## src/rtl/rv_iopmp_pkg.sv

```systemverilog
// Shared types and constants for the IOPMP entry SRAM arbiter.
package rv_iopmp_pkg;

  localparam int ENTRY_WIDTH    = 128;
  localparam int ENTRY_BE_WIDTH = ENTRY_WIDTH / 8;
  localparam int IDX_W          = 8;

  typedef logic [ENTRY_WIDTH-1:0] entry_t;

  // Read-return tag: which requester owns the data coming back next cycle.
  typedef struct packed {
    logic             valid;
    logic             is_cfg;
    logic [IDX_W-1:0] idx;
  } arb_tag_t;

  function automatic int addr_width(input int n);
    return (n > 1) ? $clog2(n) : 1;
  endfunction

endpackage

```

## src/rtl/rv_iopmp_entry_arbiter_if.sv

```systemverilog
// Request/grant and SRAM signals of the IOPMP entry arbiter.
interface rv_iopmp_entry_arbiter_if
  import rv_iopmp_pkg::*;
#(
  parameter int NUM_READERS    = 2,
  parameter int NUMBER_ENTRIES = 8,
  parameter int ENTRY_WIDTH    = rv_iopmp_pkg::ENTRY_WIDTH
);
  localparam int AW  = addr_width(NUMBER_ENTRIES);
  localparam int BEW = ENTRY_WIDTH / 8;

  // Handshake: a requester raises req and holds req plus address/data stable
  // until it sees gnt in the same cycle; gnt is combinational and at most one
  // requester is granted per cycle; a read grant is answered by exactly one
  // rvalid pulse (with rdata) in the following cycle, writes get no rvalid.
  logic                      cfg_req_i;
  logic                      cfg_we_i;
  logic [AW-1:0]             cfg_addr_i;
  logic [BEW-1:0]            cfg_be_i;
  logic [ENTRY_WIDTH-1:0]    cfg_wdata_i;
  logic                      cfg_gnt_o;
  logic                      cfg_rvalid_o;
  logic [ENTRY_WIDTH-1:0]    cfg_rdata_o;
  logic [NUM_READERS-1:0]    rd_req_i;
  logic [NUM_READERS*AW-1:0] rd_addr_i;
  logic [NUM_READERS-1:0]    rd_gnt_o;
  logic [NUM_READERS-1:0]    rd_rvalid_o;
  logic [ENTRY_WIDTH-1:0]    rd_rdata_o;
  logic                      cfg_busy_o;
  logic                      err_o;
  logic                      ram_req_o;
  logic                      ram_we_o;
  logic [AW-1:0]             ram_addr_o;
  logic [BEW-1:0]            ram_be_o;
  logic [ENTRY_WIDTH-1:0]    ram_wdata_o;
  logic [ENTRY_WIDTH-1:0]    ram_rdata_i;

  modport slave (
    input  cfg_req_i, cfg_we_i, cfg_addr_i, cfg_be_i, cfg_wdata_i,
    input  rd_req_i, rd_addr_i, ram_rdata_i,
    output cfg_gnt_o, cfg_rvalid_o, cfg_rdata_o,
    output rd_gnt_o, rd_rvalid_o, rd_rdata_o,
    output cfg_busy_o, err_o,
    output ram_req_o, ram_we_o, ram_addr_o, ram_be_o, ram_wdata_o
  );

  modport master (
    output cfg_req_i, cfg_we_i, cfg_addr_i, cfg_be_i, cfg_wdata_i,
    output rd_req_i, rd_addr_i, ram_rdata_i,
    input  cfg_gnt_o, cfg_rvalid_o, cfg_rdata_o,
    input  rd_gnt_o, rd_rvalid_o, rd_rdata_o,
    input  cfg_busy_o, err_o,
    input  ram_req_o, ram_we_o, ram_addr_o, ram_be_o, ram_wdata_o
  );

endinterface

```

## src/rtl/rv_iopmp_rr_arbiter.sv

```systemverilog
// Round-robin one-hot picker: first set request at or after ptr_i, wrapping.
module rv_iopmp_rr_arbiter
  import rv_iopmp_pkg::*;
#(
  parameter int N  = 2,
  parameter int IW = addr_width(N)
) (
  input  logic [N-1:0]  req_i,
  input  logic [IW-1:0] ptr_i,
  output logic [N-1:0]  gnt_o,
  output logic [IW-1:0] idx_o,
  output logic          valid_o
);

  logic [IW-1:0] pos;

  always_comb begin
    gnt_o   = '0;
    idx_o   = '0;
    valid_o = 1'b0;
    pos     = ptr_i;
    for (int k = 0; k < N; k++) begin
      if (!valid_o && req_i[pos]) begin
        valid_o    = 1'b1;
        gnt_o[pos] = 1'b1;
        idx_o      = pos;
      end
      pos = (pos == IW'(N - 1)) ? '0 : pos + 1'b1;
    end
  end

endmodule

```

## src/rtl/rv_iopmp_entry_arbiter.sv

```systemverilog
// Shares the single-port entry SRAM between config and matching-logic readers.
// Optional perf counters are built when RV_IOPMP_ENTRY_ARB_PERF_EN is defined.
module rv_iopmp_entry_arbiter
  import rv_iopmp_pkg::*;
#(
  parameter int NUM_READERS    = 2,
  parameter int NUMBER_ENTRIES = 8,
  parameter int ENTRY_WIDTH    = rv_iopmp_pkg::ENTRY_WIDTH,
  parameter int STARVE_LIMIT   = 4
) (
  input  logic clk_i,
  input  logic rst_ni,
  rv_iopmp_entry_arbiter_if.slave bus
`ifdef RV_IOPMP_ENTRY_ARB_PERF_EN
  ,
  output logic [31:0] conflict_cnt_o,
  output logic [31:0] starve_evt_cnt_o
`endif
);

  localparam int AW = addr_width(NUMBER_ENTRIES);
  localparam int RW = addr_width(NUM_READERS);
  localparam int SW = $clog2(STARVE_LIMIT + 1);

  logic [RW-1:0] rr_q, rr_d;
  logic [SW-1:0] starve_q, starve_d;
  arb_tag_t      tag_q, tag_d;
  logic          zero_q, zero_d;
  logic          busy_q, busy_d;

  logic [NUM_READERS-1:0] rd_req, pick_gnt;
  logic [RW-1:0]          pick_idx;
  logic                   pick_valid;
  logic                   cfg_win, rd_win, granted, oor, cfg_wr, starved, rvalid_any;
  logic [AW-1:0]          sel_addr;
  logic [ENTRY_WIDTH-1:0] ret_data;

  // Everything is held quiet while in reset, including combinational grants.
  assign rd_req = rst_ni ? bus.rd_req_i : '0;

  rv_iopmp_rr_arbiter #(.N(NUM_READERS), .IW(RW)) u_rr (
    .req_i   (rd_req),
    .ptr_i   (rr_q),
    .gnt_o   (pick_gnt),
    .idx_o   (pick_idx),
    .valid_o (pick_valid)
  );

  always_comb begin
    starved  = pick_valid & (starve_q == SW'(STARVE_LIMIT));
    cfg_win  = rst_ni & bus.cfg_req_i & ~starved;
    rd_win   = ~cfg_win & pick_valid;
    granted  = cfg_win | rd_win;
    sel_addr = cfg_win ? bus.cfg_addr_i : bus.rd_addr_i[pick_idx*AW +: AW];
    oor      = granted & ({1'b0, sel_addr} >= (AW+1)'(NUMBER_ENTRIES));
    cfg_wr   = cfg_win & bus.cfg_we_i;

    bus.cfg_gnt_o   = cfg_win;
    bus.rd_gnt_o    = rd_win ? pick_gnt : '0;
    bus.ram_req_o   = granted & ~oor;
    bus.ram_we_o    = bus.ram_req_o & cfg_wr;
    bus.ram_addr_o  = bus.ram_req_o ? sel_addr : '0;
    bus.ram_be_o    = bus.ram_req_o ? (cfg_win ? bus.cfg_be_i : '1) : '0;
    bus.ram_wdata_o = bus.ram_we_o ? bus.cfg_wdata_i : '0;
    bus.err_o       = oor;
    bus.cfg_busy_o  = cfg_wr | (busy_q & rst_ni);

    tag_d        = '0;
    tag_d.valid  = granted & ~cfg_wr;
    tag_d.is_cfg = cfg_win;
    tag_d.idx    = rd_win ? IDX_W'(pick_idx) : '0;
    zero_d       = oor;
    busy_d       = cfg_wr;

    rr_d = rr_q;
    if (rd_win) rr_d = (pick_idx == RW'(NUM_READERS - 1)) ? '0 : pick_idx + 1'b1;

    // Counts back-to-back cfg wins only while some reader is left waiting.
    starve_d = starve_q;
    if (rd_win || !pick_valid)                         starve_d = '0;
    else if (cfg_win && starve_q != SW'(STARVE_LIMIT)) starve_d = starve_q + 1'b1;

    rvalid_any       = tag_q.valid & rst_ni;
    ret_data         = zero_q ? '0 : bus.ram_rdata_i;
    bus.cfg_rvalid_o = rvalid_any & tag_q.is_cfg;
    bus.cfg_rdata_o  = bus.cfg_rvalid_o ? ret_data : '0;
    bus.rd_rdata_o   = (rvalid_any & ~tag_q.is_cfg) ? ret_data : '0;
    for (int i = 0; i < NUM_READERS; i++) begin
      bus.rd_rvalid_o[i] = rvalid_any & ~tag_q.is_cfg & (tag_q.idx == IDX_W'(i));
    end
  end

  always_ff @(posedge clk_i) begin
    if (!rst_ni) begin
      rr_q     <= '0;
      starve_q <= '0;
      tag_q    <= '0;
      zero_q   <= 1'b0;
      busy_q   <= 1'b0;
    end else begin
      rr_q     <= rr_d;
      starve_q <= starve_d;
      tag_q    <= tag_d;
      zero_q   <= zero_d;
      busy_q   <= busy_d;
    end
  end

`ifdef RV_IOPMP_ENTRY_ARB_PERF_EN
  logic [31:0] conflict_cnt_q, conflict_cnt_d;
  logic [31:0] starve_evt_cnt_q, starve_evt_cnt_d;
  int unsigned n_act;

  always_comb begin
    n_act = (rst_ni & bus.cfg_req_i) ? 1 : 0;
    for (int i = 0; i < NUM_READERS; i++) begin
      if (rd_req[i]) n_act = n_act + 1;
    end
    conflict_cnt_d   = conflict_cnt_q + ((n_act >= 2) ? 32'd1 : 32'd0);
    starve_evt_cnt_d = starve_evt_cnt_q + ((rst_ni & bus.cfg_req_i & starved) ? 32'd1 : 32'd0);
  end

  always_ff @(posedge clk_i) begin
    if (!rst_ni) begin
      conflict_cnt_q   <= '0;
      starve_evt_cnt_q <= '0;
    end else begin
      conflict_cnt_q   <= conflict_cnt_d;
      starve_evt_cnt_q <= starve_evt_cnt_d;
    end
  end

  assign conflict_cnt_o   = conflict_cnt_q;
  assign starve_evt_cnt_o = starve_evt_cnt_q;
`endif

endmodule
```

## src/flat_wrapper.sv

```systemverilog
// flat-port wrapper written by rule: the top's interface ports become plain ports
module rv_iopmp_entry_arbiter_flat import rv_iopmp_pkg::*;
#(
  parameter int NUM_READERS    = 2,
  parameter int NUMBER_ENTRIES = 8,
  parameter int ENTRY_WIDTH    = rv_iopmp_pkg::ENTRY_WIDTH,
  parameter int STARVE_LIMIT   = 4
)
  (clk_i, rst_ni, bus_cfg_req_i, bus_cfg_we_i, bus_cfg_addr_i, bus_cfg_be_i, bus_cfg_wdata_i, bus_rd_req_i, bus_rd_addr_i, bus_ram_rdata_i, bus_cfg_gnt_o, bus_cfg_rvalid_o, bus_cfg_rdata_o, bus_rd_gnt_o, bus_rd_rvalid_o, bus_rd_rdata_o, bus_cfg_busy_o, bus_err_o, bus_ram_req_o, bus_ram_we_o, bus_ram_addr_o, bus_ram_be_o, bus_ram_wdata_o);
  rv_iopmp_entry_arbiter_if #(.NUM_READERS(NUM_READERS), .NUMBER_ENTRIES(NUMBER_ENTRIES), .ENTRY_WIDTH(ENTRY_WIDTH)) bus_i ();
  input  logic clk_i;
  input  logic rst_ni;
  input wire logic [$bits(bus_i.cfg_req_i)-1:0] bus_cfg_req_i;
  input wire logic [$bits(bus_i.cfg_we_i)-1:0] bus_cfg_we_i;
  input wire logic [$bits(bus_i.cfg_addr_i)-1:0] bus_cfg_addr_i;
  input wire logic [$bits(bus_i.cfg_be_i)-1:0] bus_cfg_be_i;
  input wire logic [$bits(bus_i.cfg_wdata_i)-1:0] bus_cfg_wdata_i;
  input wire logic [$bits(bus_i.rd_req_i)-1:0] bus_rd_req_i;
  input wire logic [$bits(bus_i.rd_addr_i)-1:0] bus_rd_addr_i;
  input wire logic [$bits(bus_i.ram_rdata_i)-1:0] bus_ram_rdata_i;
  output wire logic [$bits(bus_i.cfg_gnt_o)-1:0] bus_cfg_gnt_o;
  output wire logic [$bits(bus_i.cfg_rvalid_o)-1:0] bus_cfg_rvalid_o;
  output wire logic [$bits(bus_i.cfg_rdata_o)-1:0] bus_cfg_rdata_o;
  output wire logic [$bits(bus_i.rd_gnt_o)-1:0] bus_rd_gnt_o;
  output wire logic [$bits(bus_i.rd_rvalid_o)-1:0] bus_rd_rvalid_o;
  output wire logic [$bits(bus_i.rd_rdata_o)-1:0] bus_rd_rdata_o;
  output wire logic [$bits(bus_i.cfg_busy_o)-1:0] bus_cfg_busy_o;
  output wire logic [$bits(bus_i.err_o)-1:0] bus_err_o;
  output wire logic [$bits(bus_i.ram_req_o)-1:0] bus_ram_req_o;
  output wire logic [$bits(bus_i.ram_we_o)-1:0] bus_ram_we_o;
  output wire logic [$bits(bus_i.ram_addr_o)-1:0] bus_ram_addr_o;
  output wire logic [$bits(bus_i.ram_be_o)-1:0] bus_ram_be_o;
  output wire logic [$bits(bus_i.ram_wdata_o)-1:0] bus_ram_wdata_o;
  assign bus_i.cfg_req_i = bus_cfg_req_i;
  assign bus_i.cfg_we_i = bus_cfg_we_i;
  assign bus_i.cfg_addr_i = bus_cfg_addr_i;
  assign bus_i.cfg_be_i = bus_cfg_be_i;
  assign bus_i.cfg_wdata_i = bus_cfg_wdata_i;
  assign bus_i.rd_req_i = bus_rd_req_i;
  assign bus_i.rd_addr_i = bus_rd_addr_i;
  assign bus_i.ram_rdata_i = bus_ram_rdata_i;
  assign bus_cfg_gnt_o = bus_i.cfg_gnt_o;
  assign bus_cfg_rvalid_o = bus_i.cfg_rvalid_o;
  assign bus_cfg_rdata_o = bus_i.cfg_rdata_o;
  assign bus_rd_gnt_o = bus_i.rd_gnt_o;
  assign bus_rd_rvalid_o = bus_i.rd_rvalid_o;
  assign bus_rd_rdata_o = bus_i.rd_rdata_o;
  assign bus_cfg_busy_o = bus_i.cfg_busy_o;
  assign bus_err_o = bus_i.err_o;
  assign bus_ram_req_o = bus_i.ram_req_o;
  assign bus_ram_we_o = bus_i.ram_we_o;
  assign bus_ram_addr_o = bus_i.ram_addr_o;
  assign bus_ram_be_o = bus_i.ram_be_o;
  assign bus_ram_wdata_o = bus_i.ram_wdata_o;
  rv_iopmp_entry_arbiter #(.NUM_READERS(NUM_READERS), .NUMBER_ENTRIES(NUMBER_ENTRIES), .ENTRY_WIDTH(ENTRY_WIDTH), .STARVE_LIMIT(STARVE_LIMIT)) u_core (.clk_i(clk_i), .rst_ni(rst_ni), .bus(bus_i));
endmodule
```

## config.mk

```make
export PLATFORM = sky130hd
export DESIGN_NAME = rv_iopmp_entry_arbiter_flat
export DESIGN_NICKNAME = d
export VERILOG_FILES = /design/src/rtl/rv_iopmp_pkg.sv /design/src/rtl/rv_iopmp_entry_arbiter_if.sv /design/src/rtl/rv_iopmp_rr_arbiter.sv /design/src/rtl/rv_iopmp_entry_arbiter.sv /design/src/flat_wrapper.sv
export SDC_FILE = /design/constraint.sdc
export NUM_CORES = 1
export LEC_CHECK = 0
export ABC_AREA = 0
export CORE_AREA = 2 2 273 275
export DETAILED_ROUTE_END_ITERATION = 10
export DIE_AREA = 0 0 275 277
export HOLD_SLACK_MARGIN = 0.08
export PLACE_DENSITY = 0.41
export SYNTH_ARGS = -nofsm -noshare
export SYNTH_HDL_FRONTEND = slang
export SYNTH_SLANG_ARGS = --single-unit
```

## constraint.sdc

```tcl
create_clock -name clk_i -period 1.5 [get_ports clk_i]
set_input_delay 0.225 -clock clk_i [delete_from_list [all_inputs] [get_ports clk_i]]
set_output_delay 0.225 -clock clk_i [all_outputs]
set_load 0.02 [all_outputs]
```

======== Word level (Yosys, flattened, before mapping) ========
Index checks and enable logic that the tools add are counted.
storage, ports and cells
  register bits after elaboration ......... 15
  input port bits ......................... 287
  output and inout port bits .............. 413
  word-level logic and storage cells ...... 75
cells by class
  add/sub/neg operators ................... 3
  $mul .................................... 1
  magnitude comparators ................... 4
  eq/ne operators ......................... 3
  shift operators ......................... 1
  multiplexer cells ....................... 25
  bitwise operators ....................... 21
  reduce and logical (&&, ||, !) cells .... 10
operator list
  cell                 count
  $mux 128             3
  $mux 16              2
  $and 1x1->1          13
  $mux 1               12
  $eq 8x1->1 const B   1
  $logic_not 8->1      1
  $mux 2               4
  $mux 3               2
  $shiftx 6x4->3       1
  $not 1->1            5
  $logic_and 1x1->1    4
  $lt 1x2->1 const B   2
  $add 3x1->3 const B  1
  $eq 3x3->1 const B   1
  $mul 1x2->3 const B  1
  $ne 3x3->1 const B   1
  $add 1x1->1 const B  2
  $demux 1 s1          2
  $ge 1x1->1 const B   2
  $logic_not 1->1      2
  $or 1x1->1           2
  $or 2x2->2           1
  $reduce_and 2->1     1
  $reduce_or 2->1      1
  $logic_or 1x1->1     1

======== Depth between registers and ports, before layout ========
  depth after elaboration ................. 15
  gate-level depth with buffers ........... 9
  depth with buffers taken out ............ 7

======== By module ========
A second synthesis with hierarchy kept.
second synthesis, totals
  cell total of the unflattened synthesis .. 509
  area total of the unflattened synthesis .. 3309.4 um2
by module, submodules not included
  module                  instances  cells each  area each (um2)  seq. area each (um2)
  rv_iopmp_entry_arbiter  1          504         3276.9           160.2
  rv_iopmp_rr_arbiter     1          5           32.5             0.0

======== Worst setup path before layout ========
Ideal clock, no wire load.
  kind .................................... reg-to-output
  start point ............................. register u_core.starve_q[0]
  end point ............................... output port bus_ram_addr_o[2]
  data arrival time ....................... 1513 ps
  required time ........................... 1275 ps
  slack ................................... -238 ps
  stages on the path, launching flop included .. 7
  path buffers ............................ 1
  cells stage by stage .................... dfxtp_1 > inv_1 > ha_1 > nand2_1 > a21o_1 > buf_2 > o21ai_0
between the ends
  cells in the longest elaborated chain, start to end .. 8
  elaborated cells on any way between the ends .. 9
  classes of those cells .................. 1 x eq/ne; 2 x mux; 6 x bitwise
RTL lines
  item                    line                           RTL
  start, declared         rv_iopmp_entry_arbiter.sv:26   logic [SW-1:0] starve_q, starve_d;
  start signal, assigned  rv_iopmp_entry_arbiter.sv:102  starve_q <= starve_d;
  $eq 3x3->1 (*)          rv_iopmp_entry_arbiter.sv:50   starved = pick_valid & (starve_q == SW'(STARVE_LIMIT));
  $and 1x1->1 (*)         rv_iopmp_entry_arbiter.sv:50
  $not 1->1 (*)           rv_iopmp_entry_arbiter.sv:51   cfg_win = rst_ni & bus.cfg_req_i & ~starved;
  $and 1x1->1 (*)         rv_iopmp_entry_arbiter.sv:51
  $not 1->1               rv_iopmp_entry_arbiter.sv:52   rd_win = ~cfg_win & pick_valid;
  $and 1x1->1             rv_iopmp_entry_arbiter.sv:52
  $or 1x1->1              rv_iopmp_entry_arbiter.sv:53   granted = cfg_win | rd_win;
  $mux 3 (*)              rv_iopmp_entry_arbiter.sv:62   bus.ram_addr_o = bus.ram_req_o ? sel_addr : '0;
  end, declared           flat_wrapper.sv:31             output wire logic [$bits(bus_i.ram_addr_o)-1:0] bus_ram_addr_o;
Mark *: on every way between the ends. The rest lies on a longest branch, timed or not.

======== Worst setup path after layout ========
  start point ............................. register u_core.starve_q[1]
  end point ............................... output port bus_ram_wdata_o[81]
between the ends
  cells in the longest elaborated chain, start to end .. 9
  elaborated cells on any way between the ends .. 10
  classes of those cells .................. 1 x eq/ne; 1 x mux; 8 x bitwise
RTL lines
  item             line                          RTL
  $eq 3x3->1 (*)   rv_iopmp_entry_arbiter.sv:50
  $and 1x1->1 (*)  rv_iopmp_entry_arbiter.sv:50
  $not 1->1 (*)    rv_iopmp_entry_arbiter.sv:51
  $and 1x1->1 (*)  rv_iopmp_entry_arbiter.sv:51
  $not 1->1        rv_iopmp_entry_arbiter.sv:52
  $and 1x1->1      rv_iopmp_entry_arbiter.sv:52
  $or 1x1->1       rv_iopmp_entry_arbiter.sv:53
  $and 1x1->1 (*)  rv_iopmp_entry_arbiter.sv:61  bus.ram_we_o = bus.ram_req_o & cfg_wr;
  $mux 128 (*)     rv_iopmp_entry_arbiter.sv:64  bus.ram_wdata_o = bus.ram_we_o ? bus.cfg_wdata_i : '0;
  end, declared    flat_wrapper.sv:33            output wire logic [$bits(bus_i.ram_wdata_o)-1:0] bus_ram_wdata_o;
Marks and branches as above.

==> reports/summary.json <==
{
  "sink_count": 8,
  "cellPowerDensity_nw_per_um2": 262.3,
  "cp_data_required_time_ns": 1.27,
  "clock_tree.htree_level_count": 1,
  "clk-insertion-delay-late_ns": 0.24,
  "syn-mean-instance-area_um2": 6.282,
  "startpoint_type": "flop",
  "worst_slack_ns": -0.5467,
  "p_clk_frac": 0.100,
  "cpLargestDelayFamily": "buffers and inverters",
  "routed-via-count": 7676,
  "io-pin-count": 700,
  "path_buf_inv": 6,
  "postCtsHoldBufs": 0,
  "die_height_um": 277,
  "multiInputGateArea_um2": 3969,
  "timing.final.hold_violations": 0,
  "cts-buffers-inserted": 3,
  "mappedNetlistNets": 825,
  "hold_path_class": "in -> reg",
  "grt_pass1_vias": 8241,
  "hold_path_stages": 3,
  "final.min_clock_period_ns": 2.047,
  "synthToLayoutAreaGrowth_pct": 412.6,
  "fill_cells": 7852,
  "asyncSetResetFlopFracSynth": 0,
  "biggest_cell_delay_along_the_critical_path_ns": 0.32,
  "cts.reportedPaths.clkPinSlew_ns": 0.04,
  "drc": 0,
  "violations": "negative setup slack",
  "slew_viol_final": 0,
  "globalplace.congestion": 0.8127,
  "utilization": 0.2346,
  "post_synth_instance_area_um2": 3367,
  "drt_pre_antenna_iters": 4,
  "final_common_cell": "sky130_fd_sc_hd__clkdlybuf4s50_1",
  "fmaxAchievable_mhz": 488.6,
  "part_of_the_power_in_registers": 0.051,
  "power.leakage_nw": 7.635,
  "worst_hold_path.endpoint": "u_core.busy_q",
  "detail_route.iter0.violations": 149,
  "power_switching_mw": 1.677,
  "timing.hold.ws_ns": 0.5106,
  "main_synth_ff_type": "sky130_fd_sc_hd__dfxtp_1",
  "reg2reg_slack_ns": 0,
  "layout-drive-gt1-share": 0.7235,
  "power.ir.vdd_worst_v": 0.0003520,
  "setup.worst_path.start": "u_core.starve_q[1]",
  "overall_die_width_um": 275,
  "hpwl_mm": 44.09,
  "seq_area_frac_synth": 0.04757,
  "area_taken_by_flip_flops_and_latches_um2": 165.2,
  "overall_die_area_um2": 76180,
  "yosysWarningCount": 0,
  "max_cap_violations": 0,
  "worstSetupPathType": "reg -> out",
  "synthesized_netlist_cell_count": 536,
  "grt_use_total": 0.1439,
  "grt_setup_unrepaired": "true",
  "placement_rows": 100,
  "grt_ovf": 0,
  "initial_core_util": 0.04577,
  "swShare": 0.3704,
  "cts_buffer_depth": 2,
  "yosysTopAreaCell": "sky130_fd_sc_hd__and2_1",
  "route.detailed.vias_per_inst": 3.190,
  "clock_tree.root_cell": "sky130_fd_sc_hd__clkbuf_16",
  "post-place-ws_ns": -0.9959,
  "grt_antenna_before_repair": 2,
  "setup_total_negative_slack_ns": -145.84,
  "share_comb_of_total_power": 0.849,
  "critPathMostFrequentCell": "sky130_fd_sc_hd__buf_6",
  "ant_nets": 0,
  "cts_tree": "built",
  "synthTopCellsByArea": "sky130_fd_sc_hd__and2_1, sky130_fd_sc_hd__and3_1, sky130_fd_sc_hd__dfxtp_1, sky130_fd_sc_hd__nand2_1, sky130_fd_sc_hd__buf_8",
  "final-setup-viol-count": 411,
  "internal_power_mw": 2.851,
  "r2r_start": "u_core.starve_q[1]",
  "tcrit_tclk_final": 1.364,
  "critical_path_peak_fanout": 9,
  "floorplan.core_area_um2": 73570,
  "detail_route.wirelength_mm": 59.77,
  "wire_per_inst_um": 24.84,
  "critical_path.endpoint_type": "output port",
  "most-common-layout-cells": "sky130_fd_sc_hd__clkdlybuf4s50_1, sky130_fd_sc_hd__buf_6, sky130_fd_sc_hd__and2_4",
  "numPortBuffers": 698,
  "grt_first_pass_wirelength_mm": 75.09,
  "data_arrival_time_of_the_worst_path_ns": 1.82,
  "totalPowerFinal_mw": 4.528,
  "yosys.cell_types.count": 28,
  "crit_slowest_cell": "sky130_fd_sc_hd__dfxtp_2",
  "yosys.area.top_type_share": 0.4794,
  "synth.ff_latch_count": 8,
  "largest_net_degree_at_the_start_of_global_routing": 48,
  "worst_clock_skew_ns": 0.005662,
  "post_synth_edffs": 0,
  "worstRegToRegCells": 9,
  "timing.rr.end": "u_core.starve_q[0]",
  "num-nets-final": 1727,
  "cp_cell_sequence": "inv_2 -> ha_4 -> o211ai_2 -> nand3_4 -> clkinv_8 -> buf_12 -> clkbuf_16 -> buf_6 -> and3_4 -> buf_6",
  "hold_path_startpoint": "bus_cfg_we_i",
  "status": "complete, but fails checks"
}
repair_timing:
action                     4_1_cts  5_1_grt
pin swaps                       53       94
gates resized for setup       1527      331
setup endpoints to repair      412      412
setup buffers                   62       24
cloned                          37       15
worst max-delay path by stage:
stage,to,slack (ns),depth (start not counted)
detailed placement,bus_cfg_rdata_o[13],-1.0,6
finish,bus_ram_wdata_o[81],-0.55,10
global route,bus_cfg_busy_o,-0.62,10
global placement,bus_cfg_rdata_o[15],-0.95,6
floorplan,bus_cfg_busy_o,-0.07,8
CTS,bus_ram_wdata_o[95],-0.64,9
worst min-delay path: cells and delay by family:
family | cells | cell delay [ns]
buffers and inverters | 2 | 0.34
AND/OR/NAND/NOR | 1 | 0.13
synth_stat cells (4+ instances only):
library cell and number:
sky130_fd_sc_hd__and2_1 258, sky130_fd_sc_hd__and3_1 129, sky130_fd_sc_hd__nand2_1 41, sky130_fd_sc_hd__clkbuf_1 27, sky130_fd_sc_hd__clkbuf_2 17, sky130_fd_sc_hd__dfxtp_1 8, sky130_fd_sc_hd__buf_8 7, sky130_fd_sc_hd__nor2_1 6
sky130_fd_sc_hd__buf_2 5, sky130_fd_sc_hd__inv_1 4, sky130_fd_sc_hd__o21ai_0 4
power by group through the flow:
stage | sequential (mW) | combinational, mW | clock, mW
global route | 0.232 | 4.02 | 0.475
finish | 0.231 | 3.84 | 0.455
floorplan | 0.231 | 0.821 | 0
detailed placement | 0.232 | 2.99 | 0
global placement | 0.232 | 2.99 | 0
CTS | 0.231 | 3.67 | 0.460
flip-flops by register name (all words and copies together), names as in the netlist:
signal           cells
u_core.busy_q        1
u_core.rr_q          1
u_core.starve_q      3
u_core.tag_q         3
cells by family (layout without fill, tap and decap cells):
| kind of cell | Yosys count | in the layout | synth area share |
|---|---|---|---|
| AOI/OAI and AO/OA | 14 | 14 | 0.02787 |
| xor gates and xnor gates | 1 | 1 | 0.002602 |
| adders and majority gates | 2 | 2 | 0.007431 |
| buffers and inverters | 67 | 967 | 0.1208 |
| DFF | 8 | 8 | 0.04756 |
| muxes | 3 | 3 | 0.008919 |
| and+or+nand+nor | 440 | 440 | 0.7837 |
| other | 1 | 2 | 0.001114 |
stage by stage:
stage,instance area [um2],cells
after detailed placement,13680,2284
after floorplan,3545,536
after CTS,16220,2386
after global placement,13680,2284
final,17260,2406
after global routing,17260,2405
area by class of cell:
class,count,area share
inverter,5,0.001812
sequential,8,0.009569
multi-input combinational,461,0.2299
timing repair buffer,959,0.6839
antenna,1,0.0001450
clock buffer,3,0.004349
tap,969,0.07024
metal layers:
layer  up-vias  wire length, um  GRT usage
li1       3532                -          -
met1      3685            22670     0.1626
met2       438            32770     0.2865
met3        19             3801    0.02393
met4         2              510    0.01067
met5         -               13          0
Power figures use the tool's default switching activity.
